## src/rtl/fifo_pkg.sv

```systemverilog
// Shared helpers for the parametrised FIFO: address-width derivation and
// elaboration-time parameter legality checks.
package fifo_pkg;

    function automatic int clog2(input int value);
        int result;
        int remaining;
        result    = 0;
        remaining = value - 1;
        while (remaining > 0) begin
            result++;
            remaining = remaining >> 1;
        end
        return result;
    endfunction

    function automatic bit is_pow2(input int value);
        return (value > 0) && ((value & (value - 1)) == 0);
    endfunction

    function automatic bit params_ok(input int width, input int depth,
                                     input int af_level, input int ae_level);
        return (width >= 1) && is_pow2(depth) && (depth >= 4) &&
               (af_level >= 1) && (af_level <= depth - 1) &&
               (ae_level >= 1) && (ae_level <= depth - 1);
    endfunction

endpackage

```

## src/rtl/fifo_sdp_ram.sv

```systemverilog
// Simple dual-port storage for the FIFO: one write port and one registered
// read port, sharing a single clock.
module fifo_sdp_ram
    import fifo_pkg::*;
#(
    parameter int WIDTH = 8,
    parameter int DEPTH = 16,
    parameter int AW    = clog2(DEPTH)
) (
    input  logic             clk,
    input  logic             wr_en,
    input  logic [AW-1:0]    wr_addr,
    input  logic [WIDTH-1:0] wr_data,
    input  logic             rd_en,
    input  logic [AW-1:0]    rd_addr,
    output logic [WIDTH-1:0] rd_data
);

    logic [WIDTH-1:0] mem [DEPTH];

    // NOTE: neither the array nor the read register has a reset, so the tools
    // can map this onto block or distributed RAM; reads are gated by empty upstream.
    always_ff @(posedge clk) begin
        if (wr_en) begin
            mem[wr_addr] <= wr_data;
        end
        if (rd_en) begin
            rd_data <= mem[rd_addr];
        end
    end

endmodule

```

## src/rtl/sync_fifo_param.sv

```systemverilog
// Single-clock FIFO with occupancy count, programmable almost-full/empty flags,
// overflow/underflow pulses and a registered read-data valid strobe.
module sync_fifo_param
    import fifo_pkg::*;
#(
    parameter int WIDTH    = 8,
    parameter int DEPTH    = 16,
    parameter int AF_LEVEL = 14,
    parameter int AE_LEVEL = 2,
    localparam int AW      = clog2(DEPTH)
) (
    input  logic             clk,
    input  logic             rst,
    input  logic             we,
    input  logic [WIDTH-1:0] din,
    input  logic             re,
    output logic [WIDTH-1:0] dout,
    output logic             dout_valid,
    output logic             full,
    output logic             empty,
    output logic             almost_full,
    output logic             almost_empty,
    output logic [AW:0]      count,
    output logic             overflow,
    output logic             underflow
);

    if (!params_ok(WIDTH, DEPTH, AF_LEVEL, AE_LEVEL)) begin : g_bad_params
        $error("sync_fifo_param: illegal WIDTH/DEPTH/AF_LEVEL/AE_LEVEL combination");
    end

    localparam logic [AW:0] AF_CNT = (AW + 1)'(AF_LEVEL);
    localparam logic [AW:0] AE_CNT = (AW + 1)'(AE_LEVEL);

    logic [AW:0]      wr_ptr;
    logic [AW:0]      rd_ptr;
    logic             wr_accept;
    logic             rd_accept;
    logic             dout_live;
    logic [WIDTH-1:0] ram_rdata;

    // Extra pointer MSB distinguishes a full ring from an empty one.
    assign empty        = (wr_ptr == rd_ptr);
    assign full         = (wr_ptr[AW] != rd_ptr[AW]) &&
                          (wr_ptr[AW-1:0] == rd_ptr[AW-1:0]);
    assign almost_full  = (count >= AF_CNT);
    assign almost_empty = (count <= AE_CNT);

    // NOTE: every signal assigned in always_comb gets a default first, so no
    // path leaves it unassigned and no latch is inferred.
    always_comb begin
        wr_accept = 1'b0;
        rd_accept = 1'b0;
        if (!rst) begin
            wr_accept = we && !full;
            rd_accept = re && !empty;
        end
    end

    // NOTE: state registers use non-blocking assignments so every register
    // samples the pre-edge values regardless of statement order.
    always_ff @(posedge clk) begin
        if (rst) begin
            wr_ptr     <= '0;
            rd_ptr     <= '0;
            count      <= '0;
            dout_valid <= 1'b0;
            dout_live  <= 1'b0;
            overflow   <= 1'b0;
            underflow  <= 1'b0;
        end else begin
            overflow   <= we && full;
            underflow  <= re && empty;
            dout_valid <= rd_accept;
            if (rd_accept) begin
                dout_live <= 1'b1;
                rd_ptr    <= rd_ptr + 1'b1;
            end
            if (wr_accept) begin
                wr_ptr <= wr_ptr + 1'b1;
            end
            case ({wr_accept, rd_accept})
                2'b10:   count <= count + 1'b1;
                2'b01:   count <= count - 1'b1;
                default: count <= count;
            endcase
        end
    end

    fifo_sdp_ram #(
        .WIDTH (WIDTH),
        .DEPTH (DEPTH),
        .AW    (AW)
    ) u_ram (
        .clk     (clk),
        .wr_en   (wr_accept),
        .wr_addr (wr_ptr[AW-1:0]),
        .wr_data (din),
        .rd_en   (rd_accept),
        .rd_addr (rd_ptr[AW-1:0]),
        .rd_data (ram_rdata)
    );

    // The RAM read register has no reset; dout reads as zero until the first
    // accepted read after reset, then holds the last word read.
    assign dout = dout_live ? ram_rdata : '0;

endmodule

```

## config.mk

```make
export PLATFORM = sky130hd
export DESIGN_NAME = sync_fifo_param
export DESIGN_NICKNAME = d
export VERILOG_FILES = /design/src/rtl/fifo_pkg.sv /design/src/rtl/fifo_sdp_ram.sv /design/src/rtl/sync_fifo_param.sv
export SDC_FILE = /design/constraint.sdc
export NUM_CORES = 1
export LEC_CHECK = 0
export BUFFER_PORTS_ARGS = -buffer_cell sky130_fd_sc_hd__buf_4
export CAP_MARGIN = 30
export CORE_MARGIN = 4
export CORE_UTILIZATION = 55
export DETAILED_ROUTE_END_ITERATION = 16
export GPL_ROUTABILITY_DRIVEN = 1
export PLACE_DENSITY = 0.73
export REMOVE_ABC_BUFFERS = 1
export SYNTH_ARGS = -nofsm -noshare
export SYNTH_HDL_FRONTEND = slang
export SYNTH_SLANG_ARGS = --single-unit
```

## constraint.sdc

```tcl
create_clock -name clk -period 4.4 [get_ports clk]
set_clock_uncertainty 0.2 [all_clocks]
set_input_delay 0.88 -clock clk [delete_from_list [all_inputs] [get_ports clk]]
set_output_delay 0.88 -clock clk [all_outputs]
set_load 0.1 [all_outputs]
```

==> results.toml <==
[sta]
setup_viol = 0
timing.final.crit_share = 0.842
holdWs_ns = 0.373
rsz0062_at_grt = "no"
tightest_slew_ns = 0.791
relSlewSlack = 0.469
slew_violations = 0
clock.fmax_ghz = 0.270
period_needed_ns = 3.70
finalHoldViolCount = 0

[final_layout]
syn2layout_area_growth_pct = 16.7
antennaDiodeCount = 0
drive_above_1_share = 0.322
final_net_count = 416
instances_no_fill = 547

[detailed_routing]
first_iter_violations = 249
remaining_drc_errors = 0
wirelength_um = 11800
dr.pass1.iters = 5
vias_per_cell = 6.07
routed-via-count = 3320
ant_nets = 0
wl_per_cell_um = 21.5

[yosys]
synth-edff-count = 136
ys_types = 38
ys_seq_area_frac = 0.703
synth_cells = 344
synth_top_area_frac = 0.643
synth_ff_type = "edfxtp_1"
synthTopCellsByCount = "edfxtp_1 (136), mux4_2 (40), dfxtp_1 (19)"
synth-seq-cells = 155
synth-simple-area-share = 0.0581
post_synth.cell_area_avg_um2 = 18.5
muxShareOfSynthArea = 0.157
synth_compound_area_frac = 0.0286
ys_async_sr_fraction = 0
synthAdderAreaFrac = 0.0209
synth.area.top_cells = "edfxtp_1 (64%), mux4_2 (14%), dfxtp_1 (6.0%)"
syn_area_um2 = 6350
synth-warning-count = 0
synth_top_family_by_area = "multiplexers"
yosysTopAreaCell = "edfxtp_1"
synth-xor-area-share = 0.0124
post-synth-top-count-cell = "edfxtp_1"

[cts]
cts_root_buf = "clkbuf_16"
cts_setup_buffers = 0
clockBufferDepth = 2
hold_buffers = 0
cts.clk_slew.worst_paths_ns = 0.06
htreeDepth = 4
cts_sinks = 155
cts_buffers = 17
clk_latency_ns = 0.42
post_cts_resized = 0
cts_tree = "built"

[die]
coreArea_um2 = 11100
dieArea_um2 = 13300
die_x_um = 115
die_h_um = 115
rows = 38
pin_count = 32
start_util = 0.573

[critical_path]
cp-end-kind = "flip-flop"
path_cells = "xnor2_1 > and4_1 > a21boi_2 > and2_1 > ha_1 > fa_1 > a21o_1 > a21oi_1 > mux2i_1 > mux2_2"
worst_ep_arrival_time_ns = 3.81
worst-path-buf-inv = 0
cpPeakStageDelay_ns = 0.64
setup.worst_path.start_class = "flip-flop"
crit_required_ns = 4.50
cpMaxStageDelayCell = "dfxtp_1"
r2r_slack_ns = 0.70
crit_type = "flip-flop to flip-flop"
path_max_fanout = 12
critPathTopFamily = "adder cells"

[global_route]
grt_pass1_vias = 3305
grt_antenna_before_repair = 0
grt_usage = 0.198
overflow = 0
grt_pass1_wl_um = 19000
grt_max_degree = 37

[place]
finalWeightedCongestion = 0.844
dp_cells = 515
hpwl_um = 7420
portBuffers = 31

[run]
cap_violations = 0

[power]
power.leakage_nw = 2.50
p_per_area_nw_per_um2 = 505
ir_worst_vdd_uv = 285

[worst_hold_path]
hp-class = "flip-flop to flip-flop"

[run_status]
outcome = "completed"
==> state kept, by name (all words and copies together), names as in the netlist <==
register,count
count,5
dout_live,1
dout_valid,1
overflow,1
rd_ptr,5
u_ram.mem,128
u_ram.rd_data,8
underflow,1
wr_ptr,5
==> path summary, 6_finish.rpt <==
| kind | startpoint | endpoint | depth (start not counted) |
|---|---|---|---|
| max reg2reg | rd_ptr[3]$_SDFFE_PP0P_ | count[4]$_SDFFE_PP0P_ | 10 |
| max | rd_ptr[3]$_SDFFE_PP0P_ | count[4]$_SDFFE_PP0P_ | 10 |
| min | count[3]$_SDFFE_PP0P_ | count[3]$_SDFFE_PP0P_ | 2 |
| min reg2reg | count[3]$_SDFFE_PP0P_ | count[3]$_SDFFE_PP0P_ | 2 |
==> worst register-to-register path, stage by stage, from the launching register on <==
cell and delay (ns):
dfxtp_1 0.64, xnor2_1 0.20, and4_1 0.36, a21boi_2 0.13, and2_1 0.35, ha_1 0.34
fa_1 0.43, a21o_1 0.19, a21oi_1 0.17, mux2i_1 0.22, mux2_2 0.35
==> where the power goes <==
part	switching (mW)	internal, mW	total [mW]
clock	0.550	0.942	1.49
combinational	0.382	0.207	0.589
sequential	0.0218	1.64	1.66
total	0.954	2.79	3.74
==> layout make-up <==
type	instances	area, µm²
multi-input combinational	164	1760
clock buffer	19	433
tap	140	175
inverter	5	18.8
timing repair buffer	51	383
clock inverter	13	175
sequential	155	4470
fill	725	3670
==> cell families after synthesis <==
| group | count (synthesis) |
|---|---|
| xor+xnor | 9 |
| simple gates | 71 |
| flops | 155 |
| fa+ha+maj | 10 |
| mux | 49 |
| compound gates | 25 |
| buf+inv | 25 |
==> metal layers <==
metal / share of wire / vias up / global-route usage
li1: - / 1490 / -
met1: 0.44 / 1701 / 0.290
met2: 0.48 / 109 / 0.295
met3: 0.058 / 20 / 0.0470
met4: 0.018 / 0 / 0.0751
met5: 0 / - / 0
==> cells in the final DEF (no fill, tap or decap), drive strengths merged, types with 10 or more instances in the layout <==
| master | instances |
|---|---|
| and2 | 10 |
| buf | 51 |
| clkbuf | 19 |
| dfxtp | 19 |
| edfxtp | 136 |
| mux4 | 40 |
| nand2 | 12 |
| nor2 | 15 |
==> metrics by stage <==
stage               cell area (µm²)  power (mW)  setup WS, ns  TNS (ns)   util
finish                         7410        3.74         0.696         0  0.669
global route                   7410        3.89         0.405         0  0.669
CTS                            7410        3.77         0.672         0  0.669
detailed placement             6800        2.28         0.682         0  0.614
global placement               6800        2.28         0.792         0  0.614
floorplan                      6240        2.13         -2.23     -2.41      -
(Power assumes the default switching activity.)
